### src/rtl/uart_rx_if.sv
// Holding-register handshake between the UART receiver and the bus-side register block.
// The receiver drives data/valid; the consumer drives ready.
interface uart_rx_if #(
  parameter int DATA_BITS = 8
);
  logic [DATA_BITS-1:0] rx_data;
  logic                 rx_valid;
  logic                 rx_ready;

  modport master (output rx_data, output rx_valid, input rx_ready);
  modport slave  (input rx_data, input rx_valid, output rx_ready);
endinterface

### src/rtl/uart_rx.sv
// 8N1 UART receiver driven by a 16x oversampling baudtick strobe.
// Received bytes land in a valid/ready holding register; framing and overrun errors pulse for one clk.
module uart_rx #(
  parameter int DATA_BITS  = 8,
  parameter int OVERSAMPLE = 16
) (
  input  logic       clk,
  input  logic       reset,
  input  logic       baudtick,
  input  logic       rx,
  uart_rx_if.master  rxo,
  output logic       frame_err,
  output logic       overrun,
  output logic       busy
);
  localparam int TW = $clog2(OVERSAMPLE);
  localparam logic [TW-1:0] TICK_MID  = TW'(OVERSAMPLE / 2 - 1);
  localparam logic [TW-1:0] TICK_LAST = '1;
  localparam logic [2:0]    LAST_BIT  = 3'(DATA_BITS - 1);

  localparam logic [2:0] S_IDLE  = 3'd0;
  localparam logic [2:0] S_START = 3'd1;
  localparam logic [2:0] S_DATA  = 3'd2;
  localparam logic [2:0] S_STOP  = 3'd3;
  localparam logic [2:0] S_BREAK = 3'd4;

  logic                 rx_meta_q, rx_meta_d;
  logic                 rx_s_q, rx_s_d;
  logic [2:0]           state_q, state_d;
  logic [TW-1:0]        tick_q, tick_d;
  logic [2:0]           bit_q, bit_d;
  logic [DATA_BITS-1:0] shift_q, shift_d;
  logic [DATA_BITS-1:0] data_q, data_d;
  logic                 valid_q, valid_d;
  logic                 frame_err_q, frame_err_d;
  logic                 overrun_q, overrun_d;
  logic                 complete;

  always_comb begin
    rx_meta_d   = rx;
    rx_s_d      = rx_meta_q;
    state_d     = state_q;
    tick_d      = tick_q;
    bit_d       = bit_q;
    shift_d     = shift_q;
    data_d      = data_q;
    valid_d     = valid_q;
    frame_err_d = 1'b0;
    overrun_d   = 1'b0;
    complete    = 1'b0;

    if (baudtick) begin
      case (state_q)
        S_IDLE: begin
          if (!rx_s_q) begin
            state_d = S_START;
            tick_d  = '0;
          end
        end
        S_START: begin
          tick_d = tick_q + 1'b1;
          if (tick_q == TICK_MID) begin
            if (!rx_s_q) begin
              state_d = S_DATA;
              tick_d  = '0;
              bit_d   = '0;
            end else begin
              state_d = S_IDLE;
            end
          end
        end
        S_DATA: begin
          // tick_cnt wraps to zero on its own after TICK_LAST
          tick_d = tick_q + 1'b1;
          if (tick_q == TICK_LAST) begin
            shift_d = {rx_s_q, shift_q[DATA_BITS-1:1]};
            bit_d   = bit_q + 3'd1;
            if (bit_q == LAST_BIT) state_d = S_STOP;
          end
        end
        S_STOP: begin
          tick_d = tick_q + 1'b1;
          if (tick_q == TICK_LAST) begin
            if (rx_s_q) begin
              complete = 1'b1;
              state_d  = S_IDLE;
            end else begin
              frame_err_d = 1'b1;
              state_d     = S_BREAK;
            end
          end
        end
        S_BREAK: begin
          if (rx_s_q) state_d = S_IDLE;
        end
        default: state_d = S_IDLE;
      endcase
    end

    // A completion in the same clk as a consumer accept reloads rather than clears.
    if (complete) begin
      if (!valid_q || rxo.rx_ready) begin
        data_d  = shift_q;
        valid_d = 1'b1;
      end else begin
        overrun_d = 1'b1;
      end
    end else if (valid_q && rxo.rx_ready) begin
      valid_d = 1'b0;
    end
  end

  always_ff @(posedge clk or posedge reset) begin
    if (reset) begin
      rx_meta_q   <= 1'b1;
      rx_s_q      <= 1'b1;
      state_q     <= S_IDLE;
      tick_q      <= '0;
      bit_q       <= '0;
      shift_q     <= '0;
      data_q      <= '0;
      valid_q     <= 1'b0;
      frame_err_q <= 1'b0;
      overrun_q   <= 1'b0;
    end else begin
      rx_meta_q   <= rx_meta_d;
      rx_s_q      <= rx_s_d;
      state_q     <= state_d;
      tick_q      <= tick_d;
      bit_q       <= bit_d;
      shift_q     <= shift_d;
      data_q      <= data_d;
      valid_q     <= valid_d;
      frame_err_q <= frame_err_d;
      overrun_q   <= overrun_d;
    end
  end

  assign rxo.rx_data  = data_q;
  assign rxo.rx_valid = valid_q;
  assign frame_err    = frame_err_q;
  assign overrun      = overrun_q;
  assign busy         = (state_q != S_IDLE);
endmodule

### src/flat_wrapper.sv
// flat-port wrapper written by rule: the top's interface ports become plain ports
module uart_rx_flat 
#(
  parameter int DATA_BITS  = 8,
  parameter int OVERSAMPLE = 16
)
  (clk, reset, baudtick, rx, frame_err, overrun, busy, rxo_rx_data, rxo_rx_valid, rxo_rx_ready);
  uart_rx_if #(.DATA_BITS(DATA_BITS)) rxo_i ();
  input  logic clk;
  input  logic reset;
  input  logic baudtick;
  input  logic rx;
  output logic frame_err;
  output logic overrun;
  output logic busy;
  output wire logic [$bits(rxo_i.rx_data)-1:0] rxo_rx_data;
  output wire logic [$bits(rxo_i.rx_valid)-1:0] rxo_rx_valid;
  input wire logic [$bits(rxo_i.rx_ready)-1:0] rxo_rx_ready;
  assign rxo_rx_data = rxo_i.rx_data;
  assign rxo_rx_valid = rxo_i.rx_valid;
  assign rxo_i.rx_ready = rxo_rx_ready;
  uart_rx #(.DATA_BITS(DATA_BITS), .OVERSAMPLE(OVERSAMPLE)) u_core (.clk(clk), .reset(reset), .baudtick(baudtick), .rx(rx), .rxo(rxo_i), .frame_err(frame_err), .overrun(overrun), .busy(busy));
endmodule
### config.mk
export PLATFORM = sky130hd
export DESIGN_NAME = uart_rx_flat
export DESIGN_NICKNAME = d
export VERILOG_FILES = /design/src/rtl/uart_rx_if.sv /design/src/rtl/uart_rx.sv /design/src/flat_wrapper.sv
export SDC_FILE = /design/constraint.sdc
export NUM_CORES = 1
export LEC_CHECK = 0
export BUFFER_PORTS_ARGS = -buffer_cell sky130_fd_sc_hd__buf_2
export CAP_MARGIN = 10
export CORE_MARGIN = 5
export CORE_UTILIZATION = 45
export CTS_CLUSTER_SIZE = 24
export DETAILED_ROUTE_END_ITERATION = 10
export GPL_TIMING_DRIVEN = 0
export REMOVE_ABC_BUFFERS = 1
export SLEW_MARGIN = 20
export SYNTH_ARGS = -nofsm -noshare
export SYNTH_HDL_FRONTEND = slang
export SYNTH_SLANG_ARGS = --single-unit
export TNS_END_PERCENT = 10
### constraint.sdc
create_clock -name clk -period 3 [get_ports clk]
set_input_delay 0.9 -clock clk [delete_from_list [all_inputs] [get_ports clk]]
set_output_delay 0.9 -clock clk [all_outputs]
set_load 0.03 [all_outputs]
==> summary.md <==
| Metric | Value |
|---|---|
| Hold_sp | u_core.rx_meta_q |
| Initial antenna violation count | 0 |
| Synth cell count leaders | dfrtp_1, mux2_2, nand2_1 |
| Ant diodes | 0 |
| Drt pass-1 iters | 4 |
| FMAX | around 0.44 GHz |
| H-tree depth | 2 |
| EDFF count, synth | 0 |
| Status | completed |
| TritonCTS Sinks | 31 |
| Top cells by area, synth | dfrtp_1, mux2_2, dfstp_2, ha_1, nand2_1 |
| Most numerous cell in the Yosys netlist | dfrtp_1 |
| Primary FF master, synth | dfrtp_1 |
| WL final | ~2100 um |
| Worst vdd ir | between 0.2 and 0.3 mV |
| Vias in the first global route | between 800 and 900 |
| Hold Path Stages | 0 |
| Core area | 0.00300 mm2 |
| Final critical-path required period | approximately 2.3 ns |
| DRC violations left | 0 |
| CTS hold repair buffers | 0 |
| # rows | 20 |
| Share of cells above drive strength 1 | 0.391 |
| Crit Path Category | reg -> out |
| Cells after DPL | 154 |
| Root Driver | clkbuf_4 |
| Syn avg cell area | around 13 um2 |
| Seq/Total Area, Yosys | 0.563 |
| FF+latch count, synth | 31 |
| Synthesis warning total | 0 |
| Die Area | roughly 0.0043 mm2 |
| Iteration-0 DRC Markers | 25 |
| Postcts setup bufs | 0 |
| Global placer's final weighted congestion | around 0.72 |
| # resized after CTS | 0 |
| Leak Pwr | 0.804 nW |
| Setup ws final | ~0.75 ns |
| Slew @ Worst Pin | roughly 0.63 ns |
| # port buffers | 16 |
| Vias post-DR | 857 |
| Worst R2R Path Depth | 5 |
| Area delta synth->final | 10.7% |
| Pwr/cell area | around 550 mW/mm2 |
| Worst-path clk slew | 0.09 ns |
| Final hold violation count | 0 |
| Slew Limit Fails | 0 |
| Place WS | slightly above 0.9 ns |
| Worst Path Max Fanout | 11 |
| Cts bufs inserted | 5 |
| Area share of the largest cell type after synthesis | 0.525 |
| Clock Latency Late Sink | approximately 0.32 ns |
| Initial Util | 0.460 |
| Worst Path Required | ~2.1 ns |
| End of the worst hold path | u_core.rx_s_q |
| Clk buf depth | 2 |
| Cell taking the most area after synthesis | dfrtp_1 |
| Final ANT Viol Nets | 0 |
| Startpoint Class | flip-flop |
| Synth Instances | between 100 and 150 |
| Die Ht | between 60 and 70 um |
| Area of the mapped netlist | around 0.0014 mm2 |
| Worst Hold Class | reg -> reg |
| Period utilization | 0.750 |
| Yosys cell types | 32 |
| Number of max-cap violations | 0 |
| Worst r2r src | u_core.tick_q[0] |
| Worst reg2reg endpoint | u_core.shift_q[5] |
| GRT Util Overall | 0.123 |
| Overall Power | between 800 and 900 uW |
| Via density | approximately 5.3 |
| Layout Cells excl Fill | 161 |
| Worst R2R Setup Slack | ~1.2 ns |
| DP HPWL | between 1500 and 2000 um |
| CP endpoint kind | output port |
| CTS tree | done |
| Largest net degree at the start of global routing | 32 |
| GR Overflow Total | 0 |
| Worst rel slew slack | 0.580 |
| Ys async rst share | 1.00 |
| CP arrival | ~1.4 ns |
| Final setup violating endpoints | 0 |
| Final nets | 136 |
| Chip Width | 65.4 um |
| Skew final | 0.00413 ns |
| First-pass GRT wire length | approximately 4000 um |
| IO Pins | 17 |
| Setup tns final | 0 ns |
| RSZ-0062 raised after global routing | false |
| Routed WL per cell | 13.3 um |
[metrics by stage]
| stage | cell area, um2 | utilization | hold slack, ns |
|---|---|---|---|
| 2_1_floorplan | 1350 | - | 0.345 |
| 3_3_place_gp | 1470 | 0.491 | 0.349 |
| 3_5_place_dp | 1470 | 0.491 | 0.348 |
| 4_1_cts | 1530 | 0.510 | 0.362 |
| 5_1_grt | 1530 | 0.510 | 0.370 |
| 6_report | 1530 | 0.510 | 0.361 |
[final cells by class]
class                           instances  area (um2)
Fill cell                             283        1470
Sequential cell                        31         778
Multi-Input combinational cell         71         563
Timing Repair Buffer                   16        80.1
Clock buffer                            6        51.3
Tap cell                               33        41.3
Inverter                                3        11.3
Clock inverter                          1        5.00
[logic make-up (layout without fill, tap and decap cells)]
group,count (synthesis),in the layout,synth area share
and+or+nand+nor,33,33,0.143
DFF,31,31,0.563
muxes,19,19,0.153
adders and majority gates,3,3,0.0272
xor gates and xnor gates,1,1,0.00634
buffers and inverters,7,26,0.0299
AOI/OAI and AO/OA,15,15,0.0778
[flip-flops by register name (all words and copies together) (netlist names)]
name                 flops
u_core.rx_s_q            1
u_core.rxo.rx_data       8
u_core.state_q           3
u_core.rx_meta_q         1
u_core.rxo.rx_valid      1
u_core.overrun           1
u_core.tick_q            4
u_core.bit_q             3
u_core.frame_err         1
u_core.shift_q           8
[layer usage]
metal / up-vias / track usage / part of all wire / routed length (um)
met5: - / 0 / 0 / 0
met4: 0 / 0.0777 / 0.029 / 62
met3: 8 / 0.0359 / 0.043 / 93
met2: 19 / 0.178 / 0.45 / 967
met1: 407 / 0.160 / 0.48 / 1020
li1: 423 / - / - / -
[cell usage in the layout, fill, tap and decap left out, types with 2 or more instances in the layout]
| cell | instances |
|---|---|
| ha_1 | 3 |
| nand2b_1 | 2 |
| o21ai_0 | 5 |
| and3_1 | 2 |
| o2bb2ai_1 | 2 |
| mux2_2 | 17 |
| dfstp_2 | 2 |
| buf_2 | 16 |
| mux2i_1 | 2 |
| clkbuf_4 | 5 |
| nor2_1 | 5 |
| a22o_1 | 2 |
| nand3_1 | 4 |
| nor2b_1 | 2 |
| dfrtp_1 | 29 |
| inv_1 | 2 |
| nand2_1 | 9 |
| and3b_2 | 2 |
[worst max path at each step]
stage | startpoint | end | slack (ns) | cells after the start
2_1_floorplan | u_core.state_q[2] | busy | 1.17 | 1
3_3_place_gp | baudtick | u_core.bit_q[0] | 0.96 | 4
3_5_place_dp | baudtick | u_core.bit_q[0] | 0.93 | 4
4_1_cts | u_core.state_q[0] | busy | 0.74 | 2
5_1_grt | u_core.state_q[0] | busy | 0.69 | 2
6_report | u_core.state_q[0] | busy | 0.75 | 2
[worst max-delay path, stage by stage, from the launching register on]
cell and delay (ns):
dfrtp_1 0.49, or3_1 0.37, buf_2 0.18
[where the power goes]
group          total [mW]  switching (mW)  internal (mW)
Combinational       0.119          0.0623         0.0568
Clock               0.236           0.128          0.108
Sequential          0.486          0.0385          0.447
Total               0.841           0.229          0.612
Power figures use the tool's default switching activity.
